<file path="config.mk">
export PLATFORM = sky130hd
export DESIGN_NAME = mem_arbiter
export DESIGN_NICKNAME = d
export VERILOG_FILES = /design/src/rtl/mem_arbiter_pkg.sv /design/src/rtl/mem_arbiter_rr_arb2.sv /design/src/rtl/mem_arbiter.sv
export SDC_FILE = /design/constraint.sdc
export NUM_CORES = 1
export LEC_CHECK = 0
export BUFFER_PORTS_ARGS = -buffer_cell sky130_fd_sc_hd__buf_2
export CORE_UTILIZATION = 29
export DETAILED_ROUTE_END_ITERATION = 12
export SLEW_MARGIN = 20
export SYNTH_ARGS = -nofsm -noshare
export SYNTH_HDL_FRONTEND = slang
export SYNTH_SLANG_ARGS = --single-unit
</file>
<file path="constraint.sdc">
create_clock -name clk -period 2.2 [get_ports clk]
set_input_delay 0.22 -clock clk [delete_from_list [all_inputs] [get_ports clk]]
set_output_delay 0.22 -clock clk [all_outputs]
set_load 0.01 [all_outputs]
</file>
<file path="src/rtl/mem_arbiter_pkg.sv">
// Shared definitions for the two-master data-memory arbiter.
//   arb_state_e : sequencer state encodings
//   M_CPU/M_DMA : master ids (CPU data port, DMA/debug loader)
//   CNT_W       : width of the read-latency down-counter
//   arb_ctl_t   : latched per-transaction control flags
package mem_arbiter_pkg;

  typedef enum logic [1:0] {
    ARB_IDLE  = 2'd0,
    ARB_ISSUE = 2'd1,
    ARB_WAIT  = 2'd2,
    ARB_DONE  = 2'd3
  } arb_state_e;

  localparam logic M_CPU = 1'b0;
  localparam logic M_DMA = 1'b1;

  localparam int unsigned CNT_W = 4;

  // Control half of a granted request; address/data widths are per instance.
  typedef struct packed {
    logic we;
    logic is_byte;
    logic id;
  } arb_ctl_t;

endpackage

</file>
<file path="src/rtl/mem_arbiter_rr_arb2.sv">
// Two-input round-robin picker (combinational).
//   req        : request vector, bit 0 = M_CPU, bit 1 = M_DMA
//   last_grant : id of the most recent winner (register lives in the parent)
//   grant_c    : winning id; only meaningful when req != 0
module mem_arbiter_rr_arb2
  import mem_arbiter_pkg::*;
(
  input  logic [1:0] req,
  input  logic       last_grant,
  output logic       grant_c
);

  // Tie goes to whichever master did not win last time.
  always_comb begin
    grant_c = M_CPU;
    if (req == 2'b11) begin
      grant_c = ~last_grant;
    end else if (req[1]) begin
      grant_c = M_DMA;
    end
  end

endmodule

</file>
<file path="src/rtl/mem_arbiter.sv">
// Two-master arbiter/sequencer in front of the single-port data memory.
//   clk, rst              : clock, synchronous active-high reset
//   m0_* / m1_*           : CPU and DMA request ports (req held until ack),
//                           one-cycle ack, rdata valid with ack
//   mem_en/we/byte/addr/wdata : memory command, mem_en high one cycle per access
//   mem_rdata             : memory read data, valid LAT cycles after mem_en
//   busy                  : high whenever the sequencer is not idle
module mem_arbiter
  import mem_arbiter_pkg::*;
#(
  parameter int unsigned AW  = 32,
  parameter int unsigned DW  = 32,
  parameter int unsigned LAT = 2
) (
  input  logic          clk,
  input  logic          rst,
  input  logic          m0_req,
  input  logic          m0_we,
  input  logic          m0_byte,
  input  logic [AW-1:0] m0_addr,
  input  logic [DW-1:0] m0_wdata,
  output logic          m0_ack,
  output logic [DW-1:0] m0_rdata,
  input  logic          m1_req,
  input  logic          m1_we,
  input  logic          m1_byte,
  input  logic [AW-1:0] m1_addr,
  input  logic [DW-1:0] m1_wdata,
  output logic          m1_ack,
  output logic [DW-1:0] m1_rdata,
  output logic          mem_en,
  output logic          mem_we,
  output logic          mem_byte,
  output logic [AW-1:0] mem_addr,
  output logic [DW-1:0] mem_wdata,
  input  logic [DW-1:0] mem_rdata,
  output logic          busy
);

  // ISSUE itself is the first latency cycle, so WAIT counts down from LAT-1.
  localparam logic [CNT_W-1:0] CNT_LOAD = CNT_W'(LAT - 1);

  arb_state_e       state_q, state_d;
  arb_ctl_t         ctl_q, ctl_d;
  logic [AW-1:0]    addr_q, addr_d;
  logic [DW-1:0]    wdata_q, wdata_d;
  logic [DW-1:0]    rdata_q, rdata_d;
  logic [CNT_W-1:0] cnt_q, cnt_d;
  logic             last_grant_q, last_grant_d;
  logic             grant_c;
  logic             mem_en_d, mem_we_d, m0_ack_d, m1_ack_d, busy_d;

  mem_arbiter_rr_arb2 u_rr_arb2 (
    .req        ({m1_req, m0_req}),
    .last_grant (last_grant_q),
    .grant_c    (grant_c)
  );

  // Next-state, latch and registered-output decode.
  always_comb begin
    state_d      = state_q;
    ctl_d        = ctl_q;
    addr_d       = addr_q;
    wdata_d      = wdata_q;
    rdata_d      = rdata_q;
    cnt_d        = cnt_q;
    last_grant_d = last_grant_q;

    case (state_q)
      ARB_IDLE: begin
        if (m0_req || m1_req) begin
          last_grant_d = grant_c;
          ctl_d.id     = grant_c;
          if (grant_c == M_DMA) begin
            ctl_d.we      = m1_we;
            ctl_d.is_byte = m1_byte;
            addr_d        = m1_addr;
            wdata_d       = m1_wdata;
          end else begin
            ctl_d.we      = m0_we;
            ctl_d.is_byte = m0_byte;
            addr_d        = m0_addr;
            wdata_d       = m0_wdata;
          end
          state_d = ARB_ISSUE;
        end
      end
      ARB_ISSUE: begin
        if (ctl_q.we) begin
          state_d = ARB_DONE;
        end else begin
          cnt_d   = CNT_LOAD;
          state_d = ARB_WAIT;
        end
      end
      ARB_WAIT: begin
        if (cnt_q == '0) begin
          rdata_d = mem_rdata;
          state_d = ARB_DONE;
        end else begin
          cnt_d = cnt_q - CNT_W'(1);
        end
      end
      ARB_DONE: begin
        state_d = ARB_IDLE;
      end
      default: begin
        state_d = ARB_IDLE;
      end
    endcase

    // Outputs are decoded from the next state and registered below.
    mem_en_d = (state_d == ARB_ISSUE);
    mem_we_d = (state_d == ARB_ISSUE) && ctl_d.we;
    m0_ack_d = (state_d == ARB_DONE) && (ctl_d.id == M_CPU);
    m1_ack_d = (state_d == ARB_DONE) && (ctl_d.id == M_DMA);
    busy_d   = (state_d != ARB_IDLE);
  end

  // State, latched fields and registered outputs.
  always_ff @(posedge clk) begin
    if (rst) begin
      state_q      <= ARB_IDLE;
      ctl_q        <= '0;
      addr_q       <= '0;
      wdata_q      <= '0;
      rdata_q      <= '0;
      cnt_q        <= '0;
      last_grant_q <= M_DMA;
      mem_en       <= 1'b0;
      mem_we       <= 1'b0;
      m0_ack       <= 1'b0;
      m1_ack       <= 1'b0;
      busy         <= 1'b0;
    end else begin
      state_q      <= state_d;
      ctl_q        <= ctl_d;
      addr_q       <= addr_d;
      wdata_q      <= wdata_d;
      rdata_q      <= rdata_d;
      cnt_q        <= cnt_d;
      last_grant_q <= last_grant_d;
      mem_en       <= mem_en_d;
      mem_we       <= mem_we_d;
      m0_ack       <= m0_ack_d;
      m1_ack       <= m1_ack_d;
      busy         <= busy_d;
    end
  end

  assign mem_byte  = ctl_q.is_byte;
  assign mem_addr  = addr_q;
  assign mem_wdata = wdata_q;
  assign m0_rdata  = rdata_q;
  assign m1_rdata  = rdata_q;

endmodule

</file>
==> results of run 1 <==
==> area by class of cell <==
class	count	area share [%]
sequential	111	33.7
multi-input combinational	409	32.3
timing repair buffer	311	24.6
tap	216	4.10
clock buffer	10	3.62
clock inverter	4	1.44
inverter	4	0.228
antenna	2	0.0758
==> cell usage after synthesis (2+ instances only) <==
library cell  instances  share of area, %
inv_1                 4              0.31
nand2_1             200                16
nor2_1               74               5.8
nor2b_1               3              0.39
buf_4                42               6.5
a311oi_1             65                12
a21oi_1              33               3.4
dfxtp_1             111                46
buf_2                12               1.2
clkbuf_1             26               2.0
ha_1                  5               1.3
o22a_1                2              0.36
xnor2_1               2              0.36
==> worst min-delay path by stage <==
stage / start / endpoint / slack (ps) / depth (start not counted)
after floorplan: mem_rdata[0] / m0_rdata[0] / 360 / 2
after global placement: m0_rdata[24] / m0_rdata[24] / 450 / 2
after detailed placement: m0_rdata[1] / m0_rdata[1] / 460 / 2
after CTS: mem_rdata[7] / m0_rdata[7] / 80 / 3
after global routing: mem_rdata[10] / m0_rdata[10] / 100 / 3
final: mem_rdata[7] / m0_rdata[7] / 100 / 3
==> routing by layer <==
metal,global-route usage [%],vias to the layer above
li1,-,2496
met1,17.6,2159
met2,28.7,206
met3,4.85,14
met4,6.42,0
met5,0,-
==> cells by family (layout without fill, tap and decap cells) <==
family	count (synthesis)	after routing	share of synthesized area (%)
xor gates and xnor gates	2	2	0.363
DFF	111	111	46.1
muxes	1	1	0.208
and+or+nand+nor	292	292	24.5
buffers and inverters	84	329	10.1
adders and majority gates	5	5	1.30
AOI/OAI and AO/OA	109	109	17.4
other	0	2	0
==> flip-flops by register name, indices dropped and copies added, names as in the netlist, 2 cells and up <==
signal     cells
m0_rdata      32
mem_addr      32
mem_wdata     32
cnt_q          4
ctl_q          2
state_q        2
==> power by group through the flow <==
stage | Clock, mW | Combinational, mW | Sequential, mW
floorplan | 0 | 1.92 | 3.26
global placement | 0 | 3.22 | 3.00
detailed placement | 0 | 3.24 | 3.01
CTS | 1.93 | 3.24 | 2.97
global route | 2.00 | 3.61 | 3.05
finish | 1.84 | 3.17 | 2.96
==> metrics by stage <==
stage	instances	area, um^2
after detailed placement	1051	6260
after global routing	1067	6600
after floorplan	604	4820
after global placement	1051	6260
after CTS	1065	6590
final	1067	6600
==> worst min-delay path, stage by stage <==
cell     delay [ps]
buf_2            90
nand2_1          40
a21oi_1          50
==> metrics.yaml, run 1 <==
route:
  wl_met1_mm: 5.89
  routedWlPerCell_um: 13.3
  route.detailed.drc: 0
  drt_iter0_drc: 144
  wl_met2_mm: 6.93
  top_layer_used: "met4"
  via_per_inst: 4.57
  num_vias: 4875
  dr.pass1.iters: 4
  ant_nets: 0
  wl_met3_mm: 1.12
  postRouteWirelength_mm: 14.2
floorplan:
  boundaryPins: 302
  dieArea_mm2: 0.0172
  die_w_um: 131
  fp-row-count: 46
  core_area_mm2: 0.0161
  fp.dieH_um: 131
  initial_core_util_pct: 30.0
final_layout:
  final_cell_mix: "300 x buf_2, 199 x nand2_1, 111 x dfxtp_1"
  area_delta_synth_final_pct: 36.8
  drive_above_1_share_pct: 39.6
  nFillCells: 1665
  mostFrequentLayoutCell: "buf_2"
  num-nets-final: 1019
  seqCellArea_mm2: 0.00222
  final_core_util_pct: 41.1
  multi_input_area_mm2: 0.00213
power:
  power_leakage_nw: 3.22
  clock_power_share_pct: 23.1
  sw_frac_of_total_pct: 36.4
  cellPowerDensity_mw_per_mm2: 1210
  peakVddDrop_mv: 0.411
  pwr-share-seq_pct: 37.1
  switchingPower_mw: 2.90
  total_power_mw: 7.98
  internal-power_mw: 5.08
  power_frac_comb_pct: 39.8
setup_path:
  path_class: "reg -> reg"
  cp.depth: 6
  cp.buffers_inverters: 2
  startpoint: "state_q[0]"
  worst_r2r_path_depth: 6
  r2r_start: "state_q[0]"
  required_ps: 2470
  cp_top_family: "buffers and inverters"
  crit_chain: "inv_1 -> ha_1 -> and4bb_1 -> buf_4 -> nand2_1 -> a21oi_1"
  worst_setup_path_start_kind: "flop"
  ff2ff_setup_slack_ps: 400
  critPathCaptureType: "flop"
  rr_endpoint: "m0_rdata[19]"
  max_stage_delay_ps: 380
  worst_ep_arrival_time_ps: 2070
  cp-endpoint: "m0_rdata[19]"
  slowest_stage: "and4bb_1"
  cp_max_fo: 32
timing:
  skew_ps: 7.73
  holdWs_ps: 103
  relSlewSlack_pct: 57.9
  rsz0062_at_grt: "no"
  post-route-period-util_pct: 81.7
  fin_tns_setup_ps: 0
  slew_violations: 0
  worst_pin_slew_ps: 622
  setup_viol: 0
  min_period_ps: 1800
  fmax_ghz: 0.557
  finalHoldViolations: 0
  fin_ws_ps: 404
logic_synthesis:
  syn_inst: 604
  yosysWarnings: 0
  ys_async_sr_fraction_pct: 0
  ys_types: 38
  syn_nets: 777
  syn_avg_cell_area_um2: 7.99
  ys.flop_type: "dfxtp_1"
  synth_edf_count: 0
  ys_ff_latch: 111
  syn_area_mm2: 0.00482
  ys_seq_area_share_pct: 46.1
clocking:
  cts_buffer_depth: 2
  clkSlewWorstSetupHoldPaths_ps: 70
  cts_buffers: 9
  htree_levels: 3
  clock_latency_ps: 350
  cts_hold_buf: 0
  tritoncts: "yes"
  cts_setup_buffers: 0
  cts.repair.resized: 0
  cts.sinks: 111
  root_buffer: "clkbuf_16"
grt:
  antenna_found_initial: 2
  gr-usage-all-layers_pct: 16.0
  grt_pass1_wl_mm: 21.2
  grt_max_degree: 87
  grt_overflow_total: 0
  first_global_vias: 4348
placed_design:
  dpl_worst_slack_ps: 389
  port_buffers: 301
  hpwl_mm: 10.2
  globalplace.congestion: 0.764
worst_hold_path:
  min_path_type: "in -> reg"
run:
  maxCapViolCount: 0
status:
  status: "completed"
No activity file was read; power rests on OpenSTA's default activity.
==> run 2: changes to the inputs <==
==> constraint.sdc (replaced) <==
create_clock -name clk -period 1.8 [get_ports clk]
set_input_delay 0.18 -clock clk [delete_from_list [all_inputs] [get_ports clk]]
set_output_delay 0.18 -clock clk [all_outputs]
set_load 0.01 [all_outputs]
==> run 2 against run 1 <==
Clock power rose by 2%. Largest power group unchanged. Sequential power rose by 22%. Critical path depth did not move. Die area did not move. Largest cell class unchanged. Setup slack got worse by 260 ps. Critical endpoint is now mem_we.
==> metrics.yaml, run 2 (same netlist as run 1, synthesis figures left out) <==
clocking:
  cts_setup_buffers: 0
  root_buffer: "clkbuf_16"
  clock_latency_ps: 350
  cts_buffer_depth: 2
  tritoncts: "yes"
  cts.sinks: 111
  htree_levels: 3
  cts_buffers: 9
  clkSlewWorstSetupHoldPaths_ps: 70
floorplan:
  fp.dieH_um: 131
  dieArea_mm2: 0.0172
  die_w_um: 131
  core_area_mm2: 0.0161
  initial_core_util_pct: 30.0
  fp-row-count: 46
  boundaryPins: 302
setup_path:
  worst_ep_arrival_time_ps: 1930
  required_ps: 2080
  worst_setup_path_start_kind: "flop"
  r2r_start: "state_q[0]"
  path_class: "reg -> reg"
  critPathCaptureType: "flop"
  cp_max_fo: 6
  startpoint: "state_q[0]"
timing:
  finalHoldViolations: 0
  fin_tns_setup_ps: 0
  rsz0062_at_grt: "no"
  relSlewSlack_pct: 65.2
  min_period_ps: 1660
  worst_pin_slew_ps: 523
  skew_ps: 6.73
  setup_viol: 0
  post-route-period-util_pct: 92.0
  slew_violations: 0
  fmax_ghz: 0.604
power:
  total_power_mw: 9.60
  peakVddDrop_mv: 0.723
  cellPowerDensity_mw_per_mm2: 1440
  power_leakage_nw: 3.24
grt:
  grt_max_degree: 54
  grt_overflow_total: 0
  first_global_vias: 4286
  antenna_found_initial: 0
  grt_pass1_wl_mm: 21.2
  gr-usage-all-layers_pct: 16.0
final_layout:
  num-nets-final: 1026
  mostFrequentLayoutCell: "buf_2"
  multi_input_area_mm2: 0.00213
  seqCellArea_mm2: 0.00222
  final_cell_mix: "300 x buf_2, 199 x nand2_1, 111 x dfxtp_1"
  nFillCells: 1677
  drive_above_1_share_pct: 40.1
  diodes: 0
  area_delta_synth_final_pct: 38.0
  final_core_util_pct: 41.4
placed_design:
  globalplace.congestion: 0.756
  hpwl_mm: 10.4
  port_buffers: 301
route:
  num_vias: 4878
  ant_nets: 0
  via_per_inst: 4.54
  routedWlPerCell_um: 13.2
  drt_iter0_drc: 170
  postRouteWirelength_mm: 14.2
  route.detailed.drc: 0
  dr.pass1.iters: 4
worst_hold_path:
  min_path_type: "in -> reg"
  hp-start: "mem_rdata[17]"
status:
  status: "completed"
run:
  maxCapViolCount: 0
run 2: cell count changes in the layout (fill, tap and decap cells not counted), moves of 2 or more:
cell	before	now
buf_12	3	8
bufinv_16	3	0
clkinvlp_4	0	3
buf_4	8	10
clkbuf_1	0	2
diode_2	2	0
run 2: per-stage QoR:
stage	worst slack (ps)	instance area (um^2)	hold WS, ps	cells
6_report	144	6660	65.9	1074
5_1_grt	12.4	6660	55.0	1074
4_1_cts	139	6650	45.5	1074
3_5_place_dp	152	6370	427	1058
3_3_place_gp	195	6370	424	1058
2_1_floorplan	157	4820	316	604
run 2: where the power goes:
part	switching [mW]	total [mW]	internal [mW]	leakage, nW
registers	0.403	3.62	3.22	0.914
logic	2.33	4.09	1.76	2.20
clock network	0.898	1.88	0.982	0.125
total	3.63	9.60	5.96	3.24
run 2: final cells by class:
cell class                      instances  share of cell area [%]
Clock buffer                           12                    3.70
Clock inverter                          4                   0.470
Inverter                                4                   0.226
Multi-Input combinational cell        409                    32.1
Sequential cell                       111                    33.4
Tap cell                              216                    4.06
Timing Repair Buffer                  318                    26.1
run 2: worst max-delay path, stage by stage (launching register included):
cell,delay (ps)
dfxtp_1,310
inv_1,100
ha_1,170
and4bb_1,410
o21ai_2,130
a211oi_4,280
nor3b_2,190
run 2: worst paths after layout:
| check | cells after the start | end | slack, ps |
|---|---|---|---|
| hold / removal | 3 | m0_rdata[17] | 70 |
| setup reg to reg | 6 | mem_we | 140 |
| hold reg to reg | 2 | m0_rdata[22] | 460 |
| setup / recovery | 6 | mem_we | 140 |
run 2: layer usage:
metal	vias up	global-route usage (%)	part of all wire, %
met5	-	0	0
met4	0	5.21	1.6
met2	213	27.9	48
met3	17	5.33	8.1
met1	2140	18.2	43
li1	2508	-	-
run 2: timing repair:
item | in CTS | in global routing
setup endpoints to repair | 0 | 2
gates resized for setup | 0 | 1
hold buffers | 0 | 0
==> run 3: changes to the inputs <==
--- a/config.mk
+++ b/config.mk
@@ -7,7 +7,9 @@
 export LEC_CHECK = 0
 export BUFFER_PORTS_ARGS = -buffer_cell sky130_fd_sc_hd__buf_2
 export CORE_UTILIZATION = 29
+export CTS_CLUSTER_SIZE = 28
 export DETAILED_ROUTE_END_ITERATION = 12
+export REMOVE_ABC_BUFFERS = 1
 export SLEW_MARGIN = 20
 export SYNTH_ARGS = -nofsm -noshare
 export SYNTH_HDL_FRONTEND = slang
==> constraint.sdc (replaced) <==
create_clock -name clk -period 1.9 [get_ports clk]
set_input_delay 0.19 -clock clk [delete_from_list [all_inputs] [get_ports clk]]
set_output_delay 0.19 -clock clk [all_outputs]
set_load 0.01 [all_outputs]
==> run 3 against run 2 <==
Total power fell by 5.2%. Count of clock-buffer cells in the layout fell by 2. Critical path depth did not move. Setup slack improved by 71 ps. First-iteration DRC count rose by 7.1%. Core utilization fell by 0.32 points. Global-route usage rose by 0.41 points. Largest power group unchanged. Highest routed layer unchanged.
==> metrics.yaml, run 3 (same netlist as run 1, synthesis figures left out) <==
status:
  status: "completed"
grt:
  grt_max_degree: 51
  grt_overflow_total: 0
  gr-usage-all-layers_pct: 16.4
  first_global_vias: 4355
  antenna_found_initial: 0
  grt_pass1_wl_mm: 21.7
clocking:
  clkSlewWorstSetupHoldPaths_ps: 80
  cts_hold_buf: 0
  htree_levels: 3
  cts_buffers: 9
  root_buffer: "clkbuf_16"
  tritoncts: "yes"
  cts_buffer_depth: 2
  cts.sinks: 111
  clock_latency_ps: 350
  cts.repair.resized: 0
  cts_setup_buffers: 0
route:
  ant_nets: 0
  num_vias: 4908
  routedWlPerCell_um: 13.7
  route.detailed.drc: 0
  drt_iter0_drc: 182
  via_per_inst: 4.59
  postRouteWirelength_mm: 14.7
  dr.pass1.iters: 4
final_layout:
  final_core_util_pct: 41.1
  stdcell_area_mm2: 0.00660
  final_cell_mix: "300 x buf_2, 199 x nand2_1, 111 x dfxtp_1"
  instances_no_fill: 1070
  mostFrequentLayoutCell: "buf_2"
  diodes: 0
  area_delta_synth_final_pct: 36.9
  num-nets-final: 1022
  drive_above_1_share_pct: 39.8
placed_design:
  hpwl_mm: 10.7
  placed_area_mm2: 0.00632
  port_buffers: 301
  dpl_worst_slack_ps: 215
  globalplace.congestion: 0.708
  dp_cells: 1054
setup_path:
  cp_max_fo: 32
  slowest_stage: "buf_4"
  max_stage_delay_ps: 370
  cp_top_family: "buffers and inverters"
  critPathCaptureType: "flop"
  worst_ep_arrival_time_ps: 1960
  cp.buffers_inverters: 2
  required_ps: 2170
  path_class: "reg -> reg"
  crit_chain: "inv_1 -> ha_1 -> and4bb_1 -> buf_4 -> nand2_1 -> a21oi_1"
  ff2ff_setup_slack_ps: 210
  worst_setup_path_start_kind: "flop"
timing:
  setup_viol: 0
  rsz0062_at_grt: "no"
  worst_pin_slew_ps: 577
  fin_tns_setup_ps: 0
  relSlewSlack_pct: 61.5
  fmax_ghz: 0.593
  min_period_ps: 1690
  holdWs_ps: 74.0
  slew_violations: 0
  skew_ps: 7.49
  post-route-period-util_pct: 88.7
  fin_ws_ps: 215
  finalHoldViolations: 0
worst_hold_path:
  min_path_type: "in -> reg"
floorplan:
  fp.dieH_um: 131
  fp-row-count: 46
  boundaryPins: 302
  initial_core_util_pct: 30.0
  die_w_um: 131
  dieArea_mm2: 0.0172
  core_area_mm2: 0.0161
power:
  cellPowerDensity_mw_per_mm2: 1380
  power_leakage_nw: 3.22
  peakVddDrop_mv: 0.621
  total_power_mw: 9.10
run:
  maxCapViolCount: 0
==> run 3: worst paths after layout <==
| path | from | endpoint | depth (start not counted) |
|---|---|---|---|
| min | mem_rdata[23] | m0_rdata[23] | 3 |
| max reg2reg | state_q[0] | m0_rdata[25] | 6 |
| min reg2reg | m0_rdata[16] | m0_rdata[16] | 2 |
| max | state_q[0] | m0_rdata[25] | 6 |
==> run 3: where the power goes <==
group	internal [mW]	total (mW)	switching, mW
logic	1.61	3.81	2.20
registers	3.05	3.44	0.395
clock network	0.916	1.85	0.930
==> run 3: worst min-delay path, cell delays in order <==
cell     delay, ps
buf_2          100
nand2_1         50
a21oi_1         50
==> run 3: area by class of cell <==
class | count | area [um^2]
tap | 216 | 270
multi-input combinational | 409 | 2130
timing repair buffer | 314 | 1680
fill | 1705 | 9450
sequential | 111 | 2220
clock inverter | 6 | 55.1
clock buffer | 10 | 229
inverter | 4 | 15.0
==> run 3: routing by layer <==
| layer | vias to the layer above | global-route usage (%) | routed length (um) | part of all wire (%) |
|---|---|---|---|---|
| met2 | 213 | 29.6 | 7360 | 50 |
| met4 | 0 | 6.36 | 215 | 1.5 |
| met3 | 12 | 3.91 | 1000 | 6.8 |
| met1 | 2179 | 18.5 | 6070 | 41 |
| li1 | 2504 | - | - | - |
| met5 | - | 0 | 0 | 0 |
